$ cat config.mk
export PLATFORM = sky130hd
export DESIGN_NAME = perf_counter_bank
export DESIGN_NICKNAME = d
export VERILOG_FILES = /design/src/rtl/perf_counter_bank.sv
export SDC_FILE = /design/constraint.sdc
export NUM_CORES = 1
export LEC_CHECK = 0
export CAP_MARGIN = 25
export CORE_ASPECT_RATIO = 0.7
export CORE_MARGIN = 5
export CORE_UTILIZATION = 62
export DETAILED_ROUTE_END_ITERATION = 16
export GPL_TIMING_DRIVEN = 0
export HOLD_SLACK_MARGIN = 0.15
export PLACE_DENSITY = 0.79
export SLEW_MARGIN = 20
export SYNTH_ARGS = -nofsm -noshare
export SYNTH_HDL_FRONTEND = slang
export SYNTH_SLANG_ARGS = --single-unit
export TNS_END_PERCENT = 20
$ cat constraint.sdc
create_clock -name clk -period 8.9 [get_ports clk]
set_input_delay 2.67 -clock clk [delete_from_list [all_inputs] [get_ports clk]]
set_output_delay 2.67 -clock clk [all_outputs]
set_load 0.05 [all_outputs]
$ cat src/rtl/perf_counter_bank.sv
// =============================================================================
// Module   : perf_counter_bank
// Brief    : Bank of NUM_CH event counters with sticky overflow, atomic
//            snapshot and a manual / auto-scan registered read port.
//            Optional macro PERF_SATURATE_EN: saturate instead of wrapping.
// Revision : 1.0 - initial release
// =============================================================================
`default_nettype none

module perf_counter_bank #(
    parameter int NUM_CH   = 5,
    parameter int CNT_W    = 32,
    parameter int SEL_W    = 3,
    parameter int SCAN_DIV = 1000
) (
    input  logic              clk,
    input  logic              rst,
    input  logic [NUM_CH-1:0] events,
    input  logic              en,
    input  logic              clr,
    input  logic              snap,
    input  logic              auto_scan,
    input  logic [SEL_W-1:0]  sel,
    output logic [CNT_W-1:0]  rd_data,
    output logic [SEL_W-1:0]  rd_ch,
    output logic [NUM_CH-1:0] ovf,
    output logic              snap_valid
);

    localparam int                NUM_SRC    = 2 ** SEL_W;
    localparam int                DIV_W      = (SCAN_DIV > 1) ? $clog2(SCAN_DIV) : 1;
    localparam logic [SEL_W-1:0]  c_LAST_CH  = SEL_W'(NUM_CH - 1);
    localparam logic [DIV_W-1:0]  c_DIV_LAST = DIV_W'(SCAN_DIV - 1);

    typedef enum logic [0:0] {
        ST_MANUAL = 1'b0,
        ST_SCAN   = 1'b1
    } state_t;

    logic [CNT_W-1:0]  r_cnt    [NUM_CH];
    logic [CNT_W-1:0]  r_shadow [NUM_CH];
    logic [NUM_CH-1:0] r_ovf;
    logic              r_snap_valid;

    state_t            r_state, w_state_nxt;
    logic [SEL_W-1:0]  r_scan_idx, w_scan_idx_nxt;
    logic [DIV_W-1:0]  r_div, w_div_nxt;

    logic [SEL_W-1:0]  w_ch;
    logic [CNT_W-1:0]  w_src [NUM_SRC];
    logic [CNT_W-1:0]  r_rd_data;
    logic [SEL_W-1:0]  r_rd_ch;

    // ------------------------------------------------------------------
    // Counters, overflow flags and shadows: rst > clr > snap > increment
    // ------------------------------------------------------------------
    always_ff @(posedge clk) begin
        if (rst || clr) begin
            for (int i = 0; i < NUM_CH; i++) begin
                r_cnt[i]    <= '0;
                r_shadow[i] <= '0;
            end
            r_ovf        <= '0;
            r_snap_valid <= 1'b0;
        end else begin
            if (snap) begin
                for (int i = 0; i < NUM_CH; i++) begin
                    r_shadow[i] <= r_cnt[i];
                end
                r_snap_valid <= 1'b1;
            end
            for (int i = 0; i < NUM_CH; i++) begin
                if (en && events[i]) begin
`ifdef PERF_SATURATE_EN
                    if (&r_cnt[i]) begin
                        r_ovf[i] <= 1'b1;
                    end else begin
                        r_cnt[i] <= r_cnt[i] + 1'b1;
                    end
`else
                    r_cnt[i] <= r_cnt[i] + 1'b1;
                    if (&r_cnt[i]) begin
                        r_ovf[i] <= 1'b1;
                    end
`endif
                end
            end
        end
    end

    // ------------------------------------------------------------------
    // Display channel FSM; the divider runs regardless of en
    // ------------------------------------------------------------------
    always_ff @(posedge clk) begin
        if (rst) begin
            r_state    <= ST_MANUAL;
            r_scan_idx <= '0;
            r_div      <= '0;
        end else begin
            r_state    <= w_state_nxt;
            r_scan_idx <= w_scan_idx_nxt;
            r_div      <= w_div_nxt;
        end
    end

    always_comb begin
        w_state_nxt    = r_state;
        w_scan_idx_nxt = r_scan_idx;
        w_div_nxt      = r_div;
        case (r_state)
            ST_MANUAL: begin
                if (auto_scan) begin
                    w_state_nxt    = ST_SCAN;
                    w_scan_idx_nxt = '0;
                    w_div_nxt      = '0;
                end
            end
            ST_SCAN: begin
                if (!auto_scan) begin
                    w_state_nxt = ST_MANUAL;
                end else if (r_div == c_DIV_LAST) begin
                    w_div_nxt      = '0;
                    w_scan_idx_nxt = (r_scan_idx == c_LAST_CH) ? '0 : r_scan_idx + 1'b1;
                end else begin
                    w_div_nxt = r_div + 1'b1;
                end
            end
            default: begin
                w_state_nxt = ST_MANUAL;
            end
        endcase
    end

    assign w_ch = (r_state == ST_SCAN) ? r_scan_idx : sel;

    // Read sources padded to the full select range so unused channels read 0
    generate
        for (genvar j = 0; j < NUM_SRC; j++) begin : g_rd_src
            if (j < NUM_CH) begin : g_live
                assign w_src[j] = r_snap_valid ? r_shadow[j] : r_cnt[j];
            end else begin : g_empty
                assign w_src[j] = '0;
            end
        end
    endgenerate

    always_ff @(posedge clk) begin
        if (rst) begin
            r_rd_data <= '0;
            r_rd_ch   <= '0;
        end else begin
            r_rd_data <= w_src[w_ch];
            r_rd_ch   <= w_ch;
        end
    end

    assign rd_data    = r_rd_data;
    assign rd_ch      = r_rd_ch;
    assign ovf        = r_ovf;
    assign snap_valid = r_snap_valid;

endmodule

`default_nettype wire

== Yosys cells after proc, flatten, opt, wreduce, memory -nomap -nowiden ==
Memories as Yosys holds them, arrays and structs flattened.
Cells that the tools add are included.
Widths: inputs -> output; s select.

* Register bits: 55
* Bits in latches: 0
* Bits in writable memories: 320
* Bits in read-only memories: 0
* Input bits: 14
* Output and inout port bits: 41
* Word-level logic and storage cells: 100
* Memories: 2

* Add/subtract/negate cells: 7
* Multiply operators: 0
* Div/mod/pow operators: 0
* Order comparisons: 1
* Equality and inequality tests: 5
* Shift operators: 0
* Mux-type cells: 49
* Bitwise gates (word level): 12
* Reductions and logical operators: 13

{| class="wikitable"
|+ Memories
! memory !! depth !! width !! rd ports !! clocked after memory_dff !! write ports !! RTL line !! text
|-
| r_cnt || 5 || 32 || 5 || 0 || 5 || 40 || <nowiki>logic [CNT_W-1:0] r_cnt [NUM_CH];</nowiki>
|-
| r_shadow || 5 || 32 || 5 || 0 || 5 || 41 || <nowiki>logic [CNT_W-1:0] r_shadow [NUM_CH];</nowiki>
|}

{| class="wikitable"
|+ Operators with widths
! kind !! count
|-
| $mux 32 || 17
|-
| $reduce_and 33->1 || 5
|-
| $add 32x1->32 const B || 5
|-
| $bmux 32 s3 || 1
|-
| $mux 10 || 3
|-
| $mux 1 || 21
|-
| $pmux 10 s2 || 1
|-
| $mux 3 || 5
|-
| $add 10x1->10 const B || 1
|-
| $eq 10x10->1 const B || 1
|-
| $or 1x1->1 || 10
|-
| $pmux 3 s2 || 1
|-
| $logic_and 1x1->1 || 5
|-
| $ge 4x4->1 const B || 1
|-
| $ne 2x2->1 const B || 2
|-
| $not 3->4 || 1
|-
| $add 3x1->3 const B || 1
|-
| $eq 3x3->1 const B || 1
|-
| $reduce_and 3->1 || 1
|-
| $ne 2x1->1 const B || 1
|-
| $reduce_and 2->1 || 1
|-
| $logic_or 1x1->1 || 1
|-
| $not 1->1 || 1
|}

== Depth between registers and ports, before layout ==
Gate-level depths: netlist of run 1.

* Depth in word-level cells: 5
* Gate-level depth with buffers: 7
* Mapped depth without buffers: 5

== Worst setup path after synthesis of run 1 ==
No wires, ideal clock.

* Path type: input to register
* Start point: input port snap
* End point: memory r_shadow[0][0], enable pin
* Setup time: 528 ps
* Arrival: 6650 ps
* Data required time: 8372 ps
* Setup slack: 1722 ps
* Stages on the path: 3
* Buffers on the path: 2
* Cell sequence: clkbuf_1 > clkbuf_1 > or3_1

{| class="wikitable"
|+ RTL lines
! what !! RTL line !! text
|-
| from (decl) || 21 || <nowiki>input logic snap,</nowiki>
|-
| to (decl) || 41 ||
|}

==> impl_metrics.csv, run 1 <==
group,metric,value,unit
outcome,outcome,"complete, no violations",
floorplanning,start_util,63.3,%
place,gp_congestion,0.978,
power,p_comb_share,8.1,%
floorplanning,rows,53,
critical_path,max_stage_delay,0.76,ns
min_path,min_delay_path_depth,1,
critical_path,crit_buf_inv,4,
synth,synthesis.area,0.0192,mm^2
sta,slew_headroom,32.7,%
critical_path,startpoint_type,"input pin",
synth,seq_area_frac_synth,55.9,%
cells_and_area,syn_to_final_growth,13.1,%
cells_and_area,fillers,2175,
place,numPortBuffers,51,
critical_path,path_common_cell,"clkbuf_1",
grt,overflow,0,
synth,synthArstFlopShare,0,%
detailed_routing,vias,15739,
synth,synth_top_area_cell,"edfxtp_1",
sta,fin_skew,0.0200,ns
cells_and_area,stdcell_count,2283,
detailed_routing,wl_per_cell,24.5,um
sta,final_max_slew_viol_count,0,
critical_path,rrSetupSlack,5.64,ns
synth,netlist_top_cells_area,"edfxtp_1 50%, mux2i_1 7.3%, dfxtp_1 5.7%, and3_1 5.7%, a21oi_1 3.1%",
place,dp.cells,2215,
critical_path,r2r_end,"r_cnt[0][127]$_SDFFCE_PP0P_",
grt,grt_use_total,31.9,%
cts,clk_pin_slew_worst_paths,0.06,ns
detailed_routing,viasPerCell,6.89,
flow_run,maxCapViolCount,0,
cts,cts_root_buf,"clkbuf_16",
sta,fin_crit_sh,63.9,%
detailed_routing,detail_route.iter0.violations,2653,
floorplanning,core,0.0302,mm^2
floorplanning,dieArea,0.0346,mm^2
sta,period_minus_slack,5.69,ns
floorplanning,chipWidth,220,um
detailed_routing,wirelength,55900,um
power,intPower,3100,uW
critical_path,worstSetupStartpoint,"events[1]",
sta,hold_viol,0,
sta,fmax,176,MHz
critical_path,endpoint,"r_cnt[0][140]$_SDFFCE_PP0P_",
critical_path,crit_chain,"clkdlybuf4s50_1 > nor4_1 > a21o_1 > clkbuf_1 > clkbuf_1 > buf_1 > nor2_1",
grt,antenna_found_initial,3,
synth,synth_seq_cells,375,
critical_path,crit_fanout,10,
cts,cts-resized-gates,0,
cells_and_area,fin_util,71.6,%
cells_and_area,diodes,0,
critical_path,r2r_start,"r_cnt[0][99]$_SDFFCE_PP0P_",
cells_and_area,drive_above_1_share,4.49,%
floorplanning,die_y,157,um
sta,setup_tns,0,ns
cts,post_cts_buffers,0,
sta,tightest_slew,0.982,ns
power,p_clk_share,41.3,%
detailed_routing,ant_nets,0,
synth,yosysWarnings,0,
power,switching_share,24.3,%
sta,fin_ws,3.21,ns
sta,rsz0062_at_grt,"no",
critical_path,path_depth,7,
critical_path,crit_family,"buffers and inverters",
power,peakVddDrop,0.180,mV
place,dpl.hpwl,39900,um
grt,grt_max_degree,51,
grt,grt_pass1_wl,84700,um
grt,first_global_vias,14408,
floorplanning,io_pins,55,
synth,synth_edf_count,320,
cells_and_area,layout.nets,1864,
power,leakage,0.00801,uW
cts,holdBufCountCts,0,
cts,insertion_delay,0.55,ns
synth,syn_area_per_cell,11.0,um^2
min_path,holdCritPathClass,"reg -> reg",
power,power.density,189,mW/mm^2
place,dp_slack,2.87,ns
synth,netlist.area_leader.share,50.2,%
cts,htreeDepth,2,
synth,ys.flop_type,"edfxtp_1",
cts,clk_path_buf_depth,3,
critical_path,cp.required,9.18,ns
critical_path,worst_path_max_delay_cell,"clkbuf_1",
detailed_routing,firstDrtPassIters,6,
synth,synth_cells,1746,
critical_path,worstPathArrival,5.97,ns
cts,clock-sinks,375,
cts,cts_tree,"yes",
power,total_power,4090,uW
detailed_routing,drc,0,
cts,cts_inserted_buffers,37,
power,power.net_switching,995,uW
critical_path,cp-end-kind,"register",
critical_path,ff2ff_path_depth,6,
power,p_seq_share,50.7,%
sta,setup_violations,0,
synth,ys_types,50,
synth,synth_nets,1768,
critical_path,worst-setup-path-type,"in -> reg",
-- cells by family (layout without fill, tap and decap cells) --
kind of cell / Yosys count / count (layout) / synth area share [%]
and+or+nand+nor: 679 / 679 / 19.7
AOI/OAI and AO/OA: 316 / 316 / 10.3
adders and majority gates: 8 / 8 / 0.523
muxes: 141 / 141 / 7.38
DFF: 375 / 375 / 55.9
buffers and inverters: 162 / 287 / 3.25
xor gates and xnor gates: 65 / 65 / 2.97
-- stage by stage --
stage	cell area (um^2)	hold slack, ns
2_1_floorplan	19200	0.474
3_3_place_gp	20200	0.437
5_1_grt	21700	0.498
3_5_place_dp	20400	0.448
6_report	21700	0.454
4_1_cts	21700	0.458
-- synthesized netlist by cell type (2+ instances only) --
library cell	count
xnor2_1	35
o21ai_0	31
clkbuf_1	120
and4_1	20
xor2_1	30
or4_1	61
nor3b_1	2
mux2i_1	139
nand2_1	143
ha_1	8
nor3_1	17
nor4_1	20
a21oi_1	117
and2_1	9
or4_4	2
and3_1	173
nand2b_1	9
nand3_1	59
buf_2	5
or3_1	33
mux2_2	2
o31a_1	2
nand4_1	44
nor2_1	79
dfxtp_1	55
a211o_1	32
o22ai_1	64
inv_1	27
buf_1	9
edfxtp_1	320
o21a_1	4
a21o_1	2
o31ai_1	56
-- state kept, by name, summed over array words and instances (netlist names) --
| signal | count |
|---|---|
| r_div | 10 |
| r_cnt | 160 |
| r_scan_idx | 3 |
| rd_ch | 3 |
| snap_valid | 1 |
| rd_data | 32 |
| ovf | 5 |
| r_shadow | 160 |
| r_state | 1 |
-- layout by cell type (no fill, tap or decap), types with 27 or more instances in the layout --
cell type | netlist | layout
o22ai_1 | 64 | 64
o31ai_1 | 56 | 56
or4_1 | 61 | 61
mux2i_1 | 139 | 139
clkbuf_1 | 120 | 126
nor2_1 | 79 | 79
nand2_1 | 143 | 138
or3_1 | 33 | 32
xor2_1 | 30 | 30
dfxtp_1 | 55 | 55
nand3_1 | 59 | 59
inv_1 | 27 | 27
nand4_1 | 44 | 44
o21ai_0 | 31 | 31
edfxtp_1 | 320 | 320
a211o_1 | 32 | 32
xnor2_1 | 35 | 35
clkdlybuf4s50_1 | 0 | 51
clkbuf_16 | 0 | 40
and3_1 | 173 | 173
a21oi_1 | 117 | 117
-- worst min path at each step --
stage | start | to | slack (ns)
5_1_grt | ovf[1]$_SDFFE_PP0P_ | ovf[1]$_SDFFE_PP0P_ | 0.50
2_1_floorplan | r_scan_idx[2]$_SDFFE_PP0P_ | r_scan_idx[2]$_SDFFE_PP0P_ | 0.47
3_3_place_gp | ovf[1]$_SDFFE_PP0P_ | ovf[1]$_SDFFE_PP0P_ | 0.44
4_1_cts | ovf[1]$_SDFFE_PP0P_ | ovf[1]$_SDFFE_PP0P_ | 0.46
3_5_place_dp | ovf[1]$_SDFFE_PP0P_ | ovf[1]$_SDFFE_PP0P_ | 0.45
6_report | ovf[1]$_SDFFE_PP0P_ | ovf[1]$_SDFFE_PP0P_ | 0.45
-- power groups by stage --
stage          Combinational [uW]  Sequential, uW  Clock (uW)
2_1_floorplan                 179            2110           0
3_3_place_gp                  305            2110           0
3_5_place_dp                  320            2110           0
4_1_cts                       323            2070        1680
5_1_grt                       347            2080        1770
6_report                      330            2070        1690
-- per-layer routing --
metal | global-route usage [%] | routed length [um] | vias to the layer above
met3 | 7.56 | 8180 | 119
met2 | 44.6 | 23400 | 1152
met1 | 49.2 | 22600 | 7563
li1 | - | - | 6905
met5 | 0 | 0 | -
met4 | 10.3 | 1760 | 0
-- final cells by class --
type | instances | area (um^2) | share of cell area [%]
Clock buffer | 54 | 1130 | 5.23
Buffer | 135 | 520 | 2.40
Inverter | 27 | 101 | 0.468
Timing Repair Buffer | 57 | 668 | 3.08
Sequential cell | 375 | 10700 | 49.5
Tap cell | 412 | 515 | 2.38
Multi-Input combinational cell | 1209 | 7840 | 36.2
Clock inverter | 14 | 171 | 0.791
Power figures use the tool's default switching activity.
==> run 2: changes to the inputs <==
CORE_UTILIZATION = 56   (was 62)
PLACE_DENSITY = 0.75   (was 0.79)
clock period = 5.15 ns   (was 8.9 ns; I/O delays follow)
==> run 2 against run 1 <==
Compared with the run above:
- sequential power is 73% higher
- first-iteration DRC count fell by 9.8%
- register-to-register slack worse by 3.8 ns
- utilization fell by 7.7 points
- cell count up 1.0%
- critical path depth unchanged
- setup slack worse by 2.7 ns
- total power rose by 66%
- clock power is 55% higher
- combinational power rose by 74%
- global-route usage fell by 2.0 points
- clock-buffer cell count is the same
==> impl_metrics.csv, run 2 (synthesized netlist as in run 1, its figures left out) <==
group,metric,value,unit
critical_path,worst-setup-path-type,"in -> reg",
power,peakVddDrop,0.276,mV
cts,htreeDepth,2,
critical_path,startpoint_type,"input pin",
cts,cts-resized-gates,0,
floorplanning,start_util,56.9,%
critical_path,max_stage_delay,0.86,ns
cells_and_area,stdcell_area,0.0215,mm^2
detailed_routing,viasPerCell,6.88,
floorplanning,die_y,165,um
detailed_routing,firstDrtPassIters,7,
cts,cts_inserted_buffers,37,
power,leakage,0.00793,uW
detailed_routing,drc,0,
sta,rsz0062_at_grt,"no",
place,dpl.hpwl,41100,um
power,power.net_switching,1720,uW
floorplanning,chipWidth,231,um
grt,grt_use_total,29.9,%
power,total_power,6780,uW
sta,slew_headroom,27.3,%
floorplanning,rows,56,
cells_and_area,layout.nets,1865,
grt,first_global_vias,14539,
critical_path,path_common_cell,"clkbuf_1",
cts,holdBufCountCts,0,
detailed_routing,wirelength,57600,um
cells_and_area,final_common_cell,"edfxtp_1",
cts,clock-sinks,375,
critical_path,crit_fanout,10,
sta,setup_violations,0,
power,intPower,5060,uW
detailed_routing,wl_per_cell,25.0,um
critical_path,worstPathArrival,4.94,ns
cells_and_area,drive_above_1_share,4.22,%
place,numPortBuffers,51,
cells_and_area,fillers,2599,
sta,hold_slack,0.509,ns
power,p_comb_share,8.5,%
grt,overflow,0,
critical_path,worst_path_max_delay_cell,"clkbuf_1",
critical_path,crit_buf_inv,4,
power,power.density,315,mW/mm^2
outcome,outcome,"complete, no violations",
detailed_routing,detail_route.iter0.violations,2392,
cts,cts_tree,"yes",
cts,clk_path_buf_depth,3,
grt,antenna_found_initial,0,
sta,tightest_slew,1.08,ns
power,p_seq_share,52.9,%
flow_run,maxCapViolCount,0,
sta,hold_viol,0,
cells_and_area,syn_to_final_growth,12.3,%
sta,fmax,213,MHz
detailed_routing,ant_nets,0,
sta,fin_crit_sh,91.0,%
place,gp_congestion,0.935,
critical_path,crit_chain,"clkdlybuf4s50_1 > nor4_1 > a21o_1 > clkbuf_1 > clkbuf_1 > clkbuf_1 > nor2_1",
place,placed_cell_area,0.0204,mm^2
sta,final_max_slew_viol_count,0,
cts,cts_root_buf,"clkbuf_16",
cts,clk_pin_slew_worst_paths,0.07,ns
cts,insertion_delay,0.54,ns
power,p_clk_share,38.6,%
floorplanning,core,0.0336,mm^2
cts,post_cts_buffers,0,
sta,fin_skew,0.0120,ns
floorplanning,io_pins,55,
cells_and_area,diodes,0,
power,switching_share,25.4,%
floorplanning,dieArea,0.0381,mm^2
detailed_routing,vias,15863,
sta,period_minus_slack,4.69,ns
grt,grt_pass1_wl,87800,um
critical_path,cp-end-kind,"register",
critical_path,crit_family,"buffers and inverters",
min_path,holdCritPathClass,"reg -> reg",
critical_path,cp.required,5.41,ns
cells_and_area,final_cell_mix,"320 x edfxtp_1, 173 x and3_1, 139 x mux2i_1, 138 x nand2_1, 132 x clkbuf_1",
grt,grt_max_degree,55,
==> run 2: changes by cell type in the layout (fill, tap and decap cells not counted), moves of 4 or more <==
cell / before / now
bufinv_16: 4 / 0
clkbuf_8: 8 / 3
clkbuf_1: 126 / 132
clkinv_2: 4 / 9
==> run 2: cell type report <==
class | instances | area (um^2) | share of cell area (%)
Inverter | 27 | 101 | 0.471
Tap cell | 435 | 544 | 2.53
Timing Repair Buffer | 58 | 668 | 3.11
Buffer | 135 | 520 | 2.42
Multi-Input combinational cell | 1209 | 7840 | 36.4
Clock inverter | 13 | 65.1 | 0.302
Sequential cell | 375 | 10700 | 49.8
Clock buffer | 54 | 1060 | 4.94
==> run 2: worst paths after layout <==
kind	slack [ns]	end	cells after the start	startpoint
setup / recovery	0.46	r_cnt[0][69]$_SDFFCE_PP0P_	7	events[1]
hold reg to reg	0.51	ovf[2]$_SDFFE_PP0P_	2	ovf[2]$_SDFFE_PP0P_
setup reg to reg	1.85	r_cnt[0][127]$_SDFFCE_PP0P_	7	r_cnt[0][98]$_SDFFCE_PP0P_
hold / removal	0.51	ovf[2]$_SDFFE_PP0P_	2	ovf[2]$_SDFFE_PP0P_
==> run 2: through the flow <==
stage          TNS, ns  worst slack (ns)  cells  utilization, %
6_report             0             0.461   2306            64.0
5_1_grt              0             0.476   2306            64.0
2_1_floorplan        0             0.718   1746               -
3_3_place_gp   -117.19            -0.592   2232            60.1
3_5_place_dp         0             0.121   2238            60.6
4_1_cts              0             0.699   2305            63.9
==> run 2: power groups by stage <==
stage | Combinational [uW] | Clock, uW | Sequential, uW
finish | 575 | 2620 | 3590
global route | 608 | 2770 | 3600
global placement | 533 | 0 | 3640
CTS | 562 | 2620 | 3580
detailed placement | 559 | 0 | 3640
floorplan | 309 | 0 | 3640
==> run 2: worst min-delay path, cell delays in order (launching register included) <==
cell and delay [ns]:
dfxtp_1 0.33, nand2_1 0.06, o21ai_0 0.07
==> run 2: layer usage <==
layer	vias up	track usage [%]	part of all wire [%]
met5	-	0	0
met4	0	9.96	3.4
li1	6916	-	-
met3	137	7.41	14
met1	7687	46.4	42
met2	1123	41.0	41
